`config.mk`:
```
export PLATFORM = sky130hd
export DESIGN_NAME = pipelined_barrel_shifter_flat
export DESIGN_NICKNAME = d
export VERILOG_FILES = /design/src/rtl/pipelined_barrel_shifter_if.sv /design/src/rtl/pipelined_barrel_shifter.sv /design/src/flat_wrapper.sv
export SDC_FILE = /design/constraint.sdc
export NUM_CORES = 2
export LEC_CHECK = 0
export ABC_AREA = 1
export CAP_MARGIN = 20
export CORE_ASPECT_RATIO = 0.9
export CORE_MARGIN = 4
export CORE_UTILIZATION = 35
export DETAILED_ROUTE_END_ITERATION = 10
export DONT_BUFFER_PORTS = 1
export PLACE_DENSITY = 0.54
export SYNTH_ARGS = -nofsm -noshare
export SYNTH_HDL_FRONTEND = slang
export SYNTH_SLANG_ARGS = --single-unit
```
`constraint.sdc`:
```
create_clock -name clk -period 16.1 [get_ports clk]
set_input_delay 1.61 -clock clk [delete_from_list [all_inputs] [get_ports clk]]
set_output_delay 1.61 -clock clk [all_outputs]
set_load 0.1 [all_outputs]
```
`src/rtl/pipelined_barrel_shifter_if.sv`:
```
// Stream bundle for the pipelined barrel shifter: upstream (s_*) and downstream (m_*) handshakes.
// The master modport is the environment side; the slave modport is the shifter itself.
interface pipelined_barrel_shifter_if #(
  parameter int unsigned DATA_W = 128,
  parameter int unsigned USER_W = 8
);
  localparam int unsigned SHAMT_W = $clog2(DATA_W) + 1;

  logic               s_tvalid;
  logic               s_tready;
  logic [DATA_W-1:0]  s_tdata;
  logic [SHAMT_W-1:0] s_shamt;
  logic [1:0]         s_mode;
  logic [USER_W-1:0]  s_tuser;
  logic               m_tvalid;
  logic               m_tready;
  logic [DATA_W-1:0]  m_tdata;
  logic               m_sticky;
  logic [USER_W-1:0]  m_tuser;

  modport master (
    output s_tvalid, s_tdata, s_shamt, s_mode, s_tuser, m_tready,
    input  s_tready, m_tvalid, m_tdata, m_sticky, m_tuser
  );

  modport slave (
    input  s_tvalid, s_tdata, s_shamt, s_mode, s_tuser, m_tready,
    output s_tready, m_tvalid, m_tdata, m_sticky, m_tuser
  );
endinterface

```
`src/rtl/pipelined_barrel_shifter.sv`:
```
// Multi-mode (LSL/LSR/ASR/ROL) pipelined barrel shifter with sticky flag, sideband passthrough
// and per-stage valid/ready backpressure that collapses bubbles.
module pipelined_barrel_shifter #(
  parameter int unsigned DATA_W    = 128,
  parameter int unsigned USER_W    = 8,
  parameter int unsigned REG_EVERY = 1
) (
  input logic                       clk,
  input logic                       rst,
  pipelined_barrel_shifter_if.slave bus
);
  localparam int unsigned SHAMT_W = $clog2(DATA_W) + 1;
  localparam int unsigned NL      = SHAMT_W;
  localparam int unsigned NS      = (NL + REG_EVERY - 1) / REG_EVERY;

  typedef enum logic [1:0] {
    ModeLsl = 2'b00,
    ModeLsr = 2'b01,
    ModeAsr = 2'b10,
    ModeRol = 2'b11
  } mode_e;

  typedef struct packed {
    logic               valid;
    logic [DATA_W-1:0]  data;
    logic [SHAMT_W-1:0] shamt;
    mode_e              mode;
    logic               sign;
    logic               sticky;
    logic [USER_W-1:0]  user;
  } stage_t;

  stage_t          st_q [NS];
  stage_t          st_d [NS];
  stage_t          in_beat;
  logic [NS-1:0]   rdy;

  // One shift level; the top level handles amounts >= DATA_W (ROL wraps, so it is a no-op).
  function automatic stage_t apply_level(stage_t st, int unsigned k);
    stage_t             r;
    logic [DATA_W-1:0]  ones;
    logic [DATA_W-1:0]  lost;
    logic [SHAMT_W-1:0] sel;
    int unsigned        amt;
    r    = st;
    ones = '1;
    lost = '0;
    sel  = SHAMT_W'(1) << k;
    amt  = 32'd1 << k;
    if ((st.shamt & sel) != '0) begin
      if (k == NL - 1) begin
        if (st.mode != ModeRol) begin
          lost   = st.data;
          r.data = (st.mode == ModeAsr) ? {DATA_W{st.sign}} : '0;
        end
      end else begin
        unique case (st.mode)
          ModeLsl: begin
            r.data = st.data << amt;
            lost   = st.data & ~(ones >> amt);
          end
          ModeLsr: begin
            r.data = st.data >> amt;
            lost   = st.data & ~(ones << amt);
          end
          ModeAsr: begin
            r.data = (st.data >> amt) | ({DATA_W{st.sign}} & ~(ones >> amt));
            lost   = st.data & ~(ones << amt);
          end
          ModeRol: begin
            r.data = (st.data << amt) | (st.data >> (DATA_W - amt));
          end
        endcase
      end
      r.shamt  = st.shamt & ~sel;
      r.sticky = st.sticky | (|lost);
    end
    return r;
  endfunction

  always_comb begin
    in_beat.valid  = bus.s_tvalid;
    in_beat.data   = bus.s_tdata;
    in_beat.shamt  = bus.s_shamt;
    in_beat.mode   = mode_e'(bus.s_mode);
    in_beat.sign   = bus.s_tdata[DATA_W-1];
    in_beat.sticky = 1'b0;
    in_beat.user   = bus.s_tuser;

    st_d[0] = in_beat;
    for (int unsigned s = 1; s < NS; s++) begin
      st_d[s] = st_q[s-1];
    end
    for (int unsigned s = 0; s < NS; s++) begin
      for (int unsigned k = 0; k < NL; k++) begin
        if (k / REG_EVERY == s) st_d[s] = apply_level(st_d[s], k);
      end
    end
  end

  // A stage may load when it, or any stage downstream of it, is empty, or the sink is ready.
  always_comb begin
    for (int unsigned s = 0; s < NS; s++) begin
      rdy[s] = bus.m_tready;
      for (int unsigned j = s; j < NS; j++) begin
        rdy[s] = rdy[s] | ~st_q[j].valid;
      end
    end
  end

  always_ff @(posedge clk) begin
    if (rst) begin
      for (int unsigned s = 0; s < NS; s++) begin
        st_q[s] <= '0;
      end
    end else begin
      for (int unsigned s = 0; s < NS; s++) begin
        if (rdy[s]) st_q[s] <= st_d[s];
      end
    end
  end

  assign bus.s_tready = rdy[0];
  assign bus.m_tvalid = st_q[NS-1].valid;
  assign bus.m_tdata  = st_q[NS-1].data;
  assign bus.m_sticky = st_q[NS-1].sticky;
  assign bus.m_tuser  = st_q[NS-1].user;

endmodule

```
`src/flat_wrapper.sv`:
```
// flat-port wrapper written by rule: the top's interface ports become plain ports
module pipelined_barrel_shifter_flat 
#(
  parameter int unsigned DATA_W    = 128,
  parameter int unsigned USER_W    = 8,
  parameter int unsigned REG_EVERY = 1
)
  (clk, rst, bus_s_tvalid, bus_s_tdata, bus_s_shamt, bus_s_mode, bus_s_tuser, bus_m_tready, bus_s_tready, bus_m_tvalid, bus_m_tdata, bus_m_sticky, bus_m_tuser);
  pipelined_barrel_shifter_if #(.DATA_W(DATA_W), .USER_W(USER_W)) bus_i ();
  input logic clk;
  input logic rst;
  input wire logic [$bits(bus_i.s_tvalid)-1:0] bus_s_tvalid;
  input wire logic [$bits(bus_i.s_tdata)-1:0] bus_s_tdata;
  input wire logic [$bits(bus_i.s_shamt)-1:0] bus_s_shamt;
  input wire logic [$bits(bus_i.s_mode)-1:0] bus_s_mode;
  input wire logic [$bits(bus_i.s_tuser)-1:0] bus_s_tuser;
  input wire logic [$bits(bus_i.m_tready)-1:0] bus_m_tready;
  output wire logic [$bits(bus_i.s_tready)-1:0] bus_s_tready;
  output wire logic [$bits(bus_i.m_tvalid)-1:0] bus_m_tvalid;
  output wire logic [$bits(bus_i.m_tdata)-1:0] bus_m_tdata;
  output wire logic [$bits(bus_i.m_sticky)-1:0] bus_m_sticky;
  output wire logic [$bits(bus_i.m_tuser)-1:0] bus_m_tuser;
  assign bus_i.s_tvalid = bus_s_tvalid;
  assign bus_i.s_tdata = bus_s_tdata;
  assign bus_i.s_shamt = bus_s_shamt;
  assign bus_i.s_mode = bus_s_mode;
  assign bus_i.s_tuser = bus_s_tuser;
  assign bus_i.m_tready = bus_m_tready;
  assign bus_s_tready = bus_i.s_tready;
  assign bus_m_tvalid = bus_i.m_tvalid;
  assign bus_m_tdata = bus_i.m_tdata;
  assign bus_m_sticky = bus_i.m_sticky;
  assign bus_m_tuser = bus_i.m_tuser;
  pipelined_barrel_shifter #(.DATA_W(DATA_W), .USER_W(USER_W), .REG_EVERY(REG_EVERY)) u_core (.clk(clk), .rst(rst), .bus(bus_i));
endmodule
```
# [Word level (Yosys, flattened, before mapping)]
# Memories as Yosys holds them, arrays and structs flattened.
# Index checks and enable logic that the tools add are counted.
[classes] n_eq_ne=23 muxes=75 bitwise_logic=73 reduce_logical=22
[ops] op="$pmux W128 S4" n=7
[ops] op="$pmux W128 S2" n=7
[ops] op="$mux W128" n=11
[ops] op="$mux W149" n=8
[ops] op="$mux W136" n=8
[ops] op="$reduce_or A128 Y1" n=8
[ops] op="$or A112 B128 Y128" n=1
[ops] op="$or A120 B128 Y128" n=1
[ops] op="$or A124 B128 Y128" n=1
[ops] op="$or A126 B128 Y128" n=1
[ops] op="$or A127 B128 Y128" n=1
[ops] op="$or A128 B1 Y128" n=1
[ops] op="$or A128 B16 Y128" n=1
[ops] op="$or A128 B2 Y128" n=1
[ops] op="$or A128 B32 Y128" n=1
[ops] op="$or A128 B4 Y128" n=1
[ops] op="$or A128 B64 Y128" n=1
[ops] op="$or A128 B8 Y128" n=1
[ops] op="$or A64 B128 Y128" n=1
[ops] op="$or A96 B128 Y128" n=1
[ops] op="$or A1 B1 Y1" n=51
[ops] op="$mux W1" n=34
[ops] op="$eq A2 B2 Y1 const B" n=15
[ops] op="$eq A2 B1 Y1 const B" n=7
[ops] op="4 further kinds" n=23
[totals] reg_bits=0 mem_bits_rw=1192 input_bits=150 output_inout_bits=139 elab_cells=194 memories=1
[mem_list] name="u_core.st_q" words=8 word_bits=149 rd=8 rd_clocked_by_memory_dff=0 write_ports=8 line_no="pipelined_barrel_shifter.sv:33" rtl="stage_t st_q [NS];"

# [Longest topological paths before layout]
# An unclocked memory read counts as a cell.
[logic_depth] word_depth=14 depth_mapped=12 depth_no_buf=10

# [Least setup slack after synthesis]
# No wires, ideal clock.
[synth_timing] kind="input to register" from="in rst" to="mem u_core.st_q[0][0] in the netlist's numbering (enable)" setup_ps=1920 arrival_ps=6402 required_ps=14180 path_slack_ps=7779 cell_stages=5 path_buffers=3 path_cell_list="inv_1 buf_2 clkbuf_1 clkbuf_1 nand4_1"
[synth_lines] element="from (decl)" line_no="flat_wrapper.sv:11" rtl="input logic rst;"
[synth_lines] element="to (decl)" line_no="pipelined_barrel_shifter.sv:33"

==> impl_metrics.ini <==
[floorplan]
start_util_pct = 35.4
core_region_area_sq_um = 177000
die-area_sq_um = 186000
std_cell_rows = 146
chipHeight_microns = 409
dieWidth_microns = 454
io_pins = 289

[clock_tree]
post_cts_buffers = 0
post_cts_resized = 0
cts_tree = done
hold_buffers = 0
cts-root-buf = clkbuf_16
cts.clk_slew.worst_paths_ns = 0.06
clk_path_buf_depth = 3
numCtsBuffers = 131
htree_levels = 4
cts.sinks = 1153
insertion_delay_ns = 0.77

[global_route]
use_met2_pct = 28.5
grt_pass1_vias = 45198
overflow = 0
grt_pass1_wl_mm = 282
busiest_layer = met2
grt_max_degree = 253
antenna_found_initial = 2
gr-usage-met1_pct = 28.2
gr-usage-all-layers_pct = 19.2
met3_usage_pct = 3.04

[power_and_ir_drop]
p_sw_share_pct = 23.8
clkPwrFrac_pct = 43.2
seqPwrFrac_pct = 49.8
p_comb_share_pct = 6.9
ir_worst_vdd_mv = 0.112
p_int_uw = 5220
p_per_area_nw_per_um2 = 102
switchingPower_uw = 1630
power.leakage_uw = 0.0252

[placed_design]
io_buffer_count = 0
placed_area_sq_um = 62900
place_ws_ns = 10.43
hpwlAfterDp_mm = 129
gp_congestion = 0.927

[synthesis]
synthTopCellsByArea = edfxtp_1 (55%), o32ai_1 (7.3%), nand2_1 (7.2%)
synth_top_area_cell = edfxtp_1
synthDistinctLibCells = 39
synthesis.nets = 7114
synth.most_common_cell = nand2_1
syn_inst = 6931
synth_common_cells = nand2_1 (1201), edfxtp_1 (1153), inv_1 (931), nor2_1 (910), a21oi_1 (828)
synth_ff_type = edfxtp_1
syn_area_sq_um = 62600
seq_area_frac_synth_pct = 55.3
avgSynthCellArea_sq_um = 9.03
ys_ff_latch = 1153
synth_top_area_share_pct = 55.3
yosys_warnings = 0
synth_edf_count = 1153
synthArstFlopShare_pct = 0

[layout]
n_fill_cell = 17893
largestRegisters = u_core.st_q (1153)
multi_input_area_sq_um = 21200
area_growth_pct = 7.41
fin_nets = 6609
largest_reg_flops = 1153
diodes = 0
final_layout_size_suffix_gt1_share_pct = 4.60
final_cell_area_sq_um = 67200
regMostFlops = u_core.st_q
regArea_sq_um = 34600
fin_util_pct = 38.0

[drt]
via_per_inst = 5.41
dr_total_vias = 48077
drt_pass1_iterations = 6
drc = 0
drtIter0Drc = 6116
drt_wl_total_mm = 184
antenna_left = 0
routedWlPerCell_microns = 20.7

[sta]
final.setup_skew_ns = 0.0389
slew_viol_final = 0
rsz0062_at_grt = false
post-route-min-period_ns = 5.33
tightestPinTransition_ns = 1.17
timing.final.ws_setup_ns = 10.77
holdWs_ns = 0.542
finalCritPeriodShare_pct = 33.1
setup_viol = 0
slew_headroom_pct = 22.0
max_freq_ghz = 0.188
setup_tns_ns = 0
hold_viol = 0

[setup_path]
crit_arrival_ns = 3.72
r2r-start = u_core.st_q[1][595]
end_kind = primary output
r2r_end = u_core.st_q[0][105]
cp_max_fo = 5
startpoint_type = flip-flop
ff2ff_path_depth = 10
r2r_slack_ns = 11.11
crit_required_ns = 14.49
critical_path_class = flip-flop to primary output

[run]
cap_violations = 0

[status]
status = finished, final reports clean

[min_path]
worstHoldStart = u_core.st_q[0][314]
hp-class = flip-flop to flip-flop
holdPathStages = 2
holdPathEnd = u_core.st_q[0][463]
metal layers:
layer	routed length, microns	vias to the layer above
met4	6970	4
met5	23	-
met1	84200	22621
li1	-	22895
met2	79300	2261
met3	13900	296
worst max-delay path by stage:
stage | startpoint | end | cells after the start
after floorplan | rst | u_core.st_q[0][0] | 5
after global placement | bus_m_tready | u_core.st_q[0][104] | 11
after detailed placement | bus_m_tready | u_core.st_q[0][105] | 11
after CTS | u_core.st_q[1][595] | bus_s_tready | 7
after global routing | u_core.st_q[1][595] | bus_s_tready | 7
final | u_core.st_q[1][595] | bus_s_tready | 7
cells in the final DEF, fill, tap and decap left out, types with 29 or more instances in the layout:
cell,count
a211oi_1,32
a21oi_1,828
a221oi_1,51
a22oi_1,31
a31oi_1,32
a32o_1,32
buf_4,64
clkbuf_1,29
clkbuf_16,137
edfxtp_1,1153
ha_1,29
inv_1,925
nand2_1,1193
nand3_1,54
nor2_1,897
nor3_1,35
o21ai_0,255
o22ai_1,63
o32ai_1,522
metrics by stage:
step	power (uW)	std cells
floorplan	3820	6931
global placement	3930	8655
detailed placement	3940	8657
CTS	6910	8888
global route	7100	8892
finish	6850	8892
cell type report:
cell class                 count  share of cell area, %
clock buffer                 166                   5.26
multi-input combinational   4131                   31.6
clock inverter                65                  0.992
timing repair buffer          71                  0.979
inverter                     938                   5.24
sequential                  1153                   51.5
tap                         2368                   4.41
worst max-delay path, stage by stage (launching register included):
cell	delay [ns]
edfxtp_1	1.02
nand2_1	0.16
nor2_2	0.33
nand2_1	0.28
nor2_2	0.25
nand2_2	0.15
nor2_4	0.21
nand3_2	0.56
kinds of logic (layout without fill, tap and decap cells):
group,count (synthesis),count (layout),synth area share (%)
AND/OR/NAND/NOR,2236,2236,13.8
AO/OA/AOI/OAI,1862,1862,19.1
buffers and inverters,1647,1240,11.2
flip-flops,1153,1153,55.3
adder cells (fa/ha/maj),33,33,0.660
power by group through the flow:
stage                     registers (uW)  clock network (uW)  logic [uW]
final                               3410                2960         473
after global routing                3420                3160         525
after CTS                           3410                3030         469
after detailed placement            3470                   0         466
after global placement              3470                   0         460
after floorplan                     3430                   0         385
Note: power is estimated with default switching activity, not from simulation.
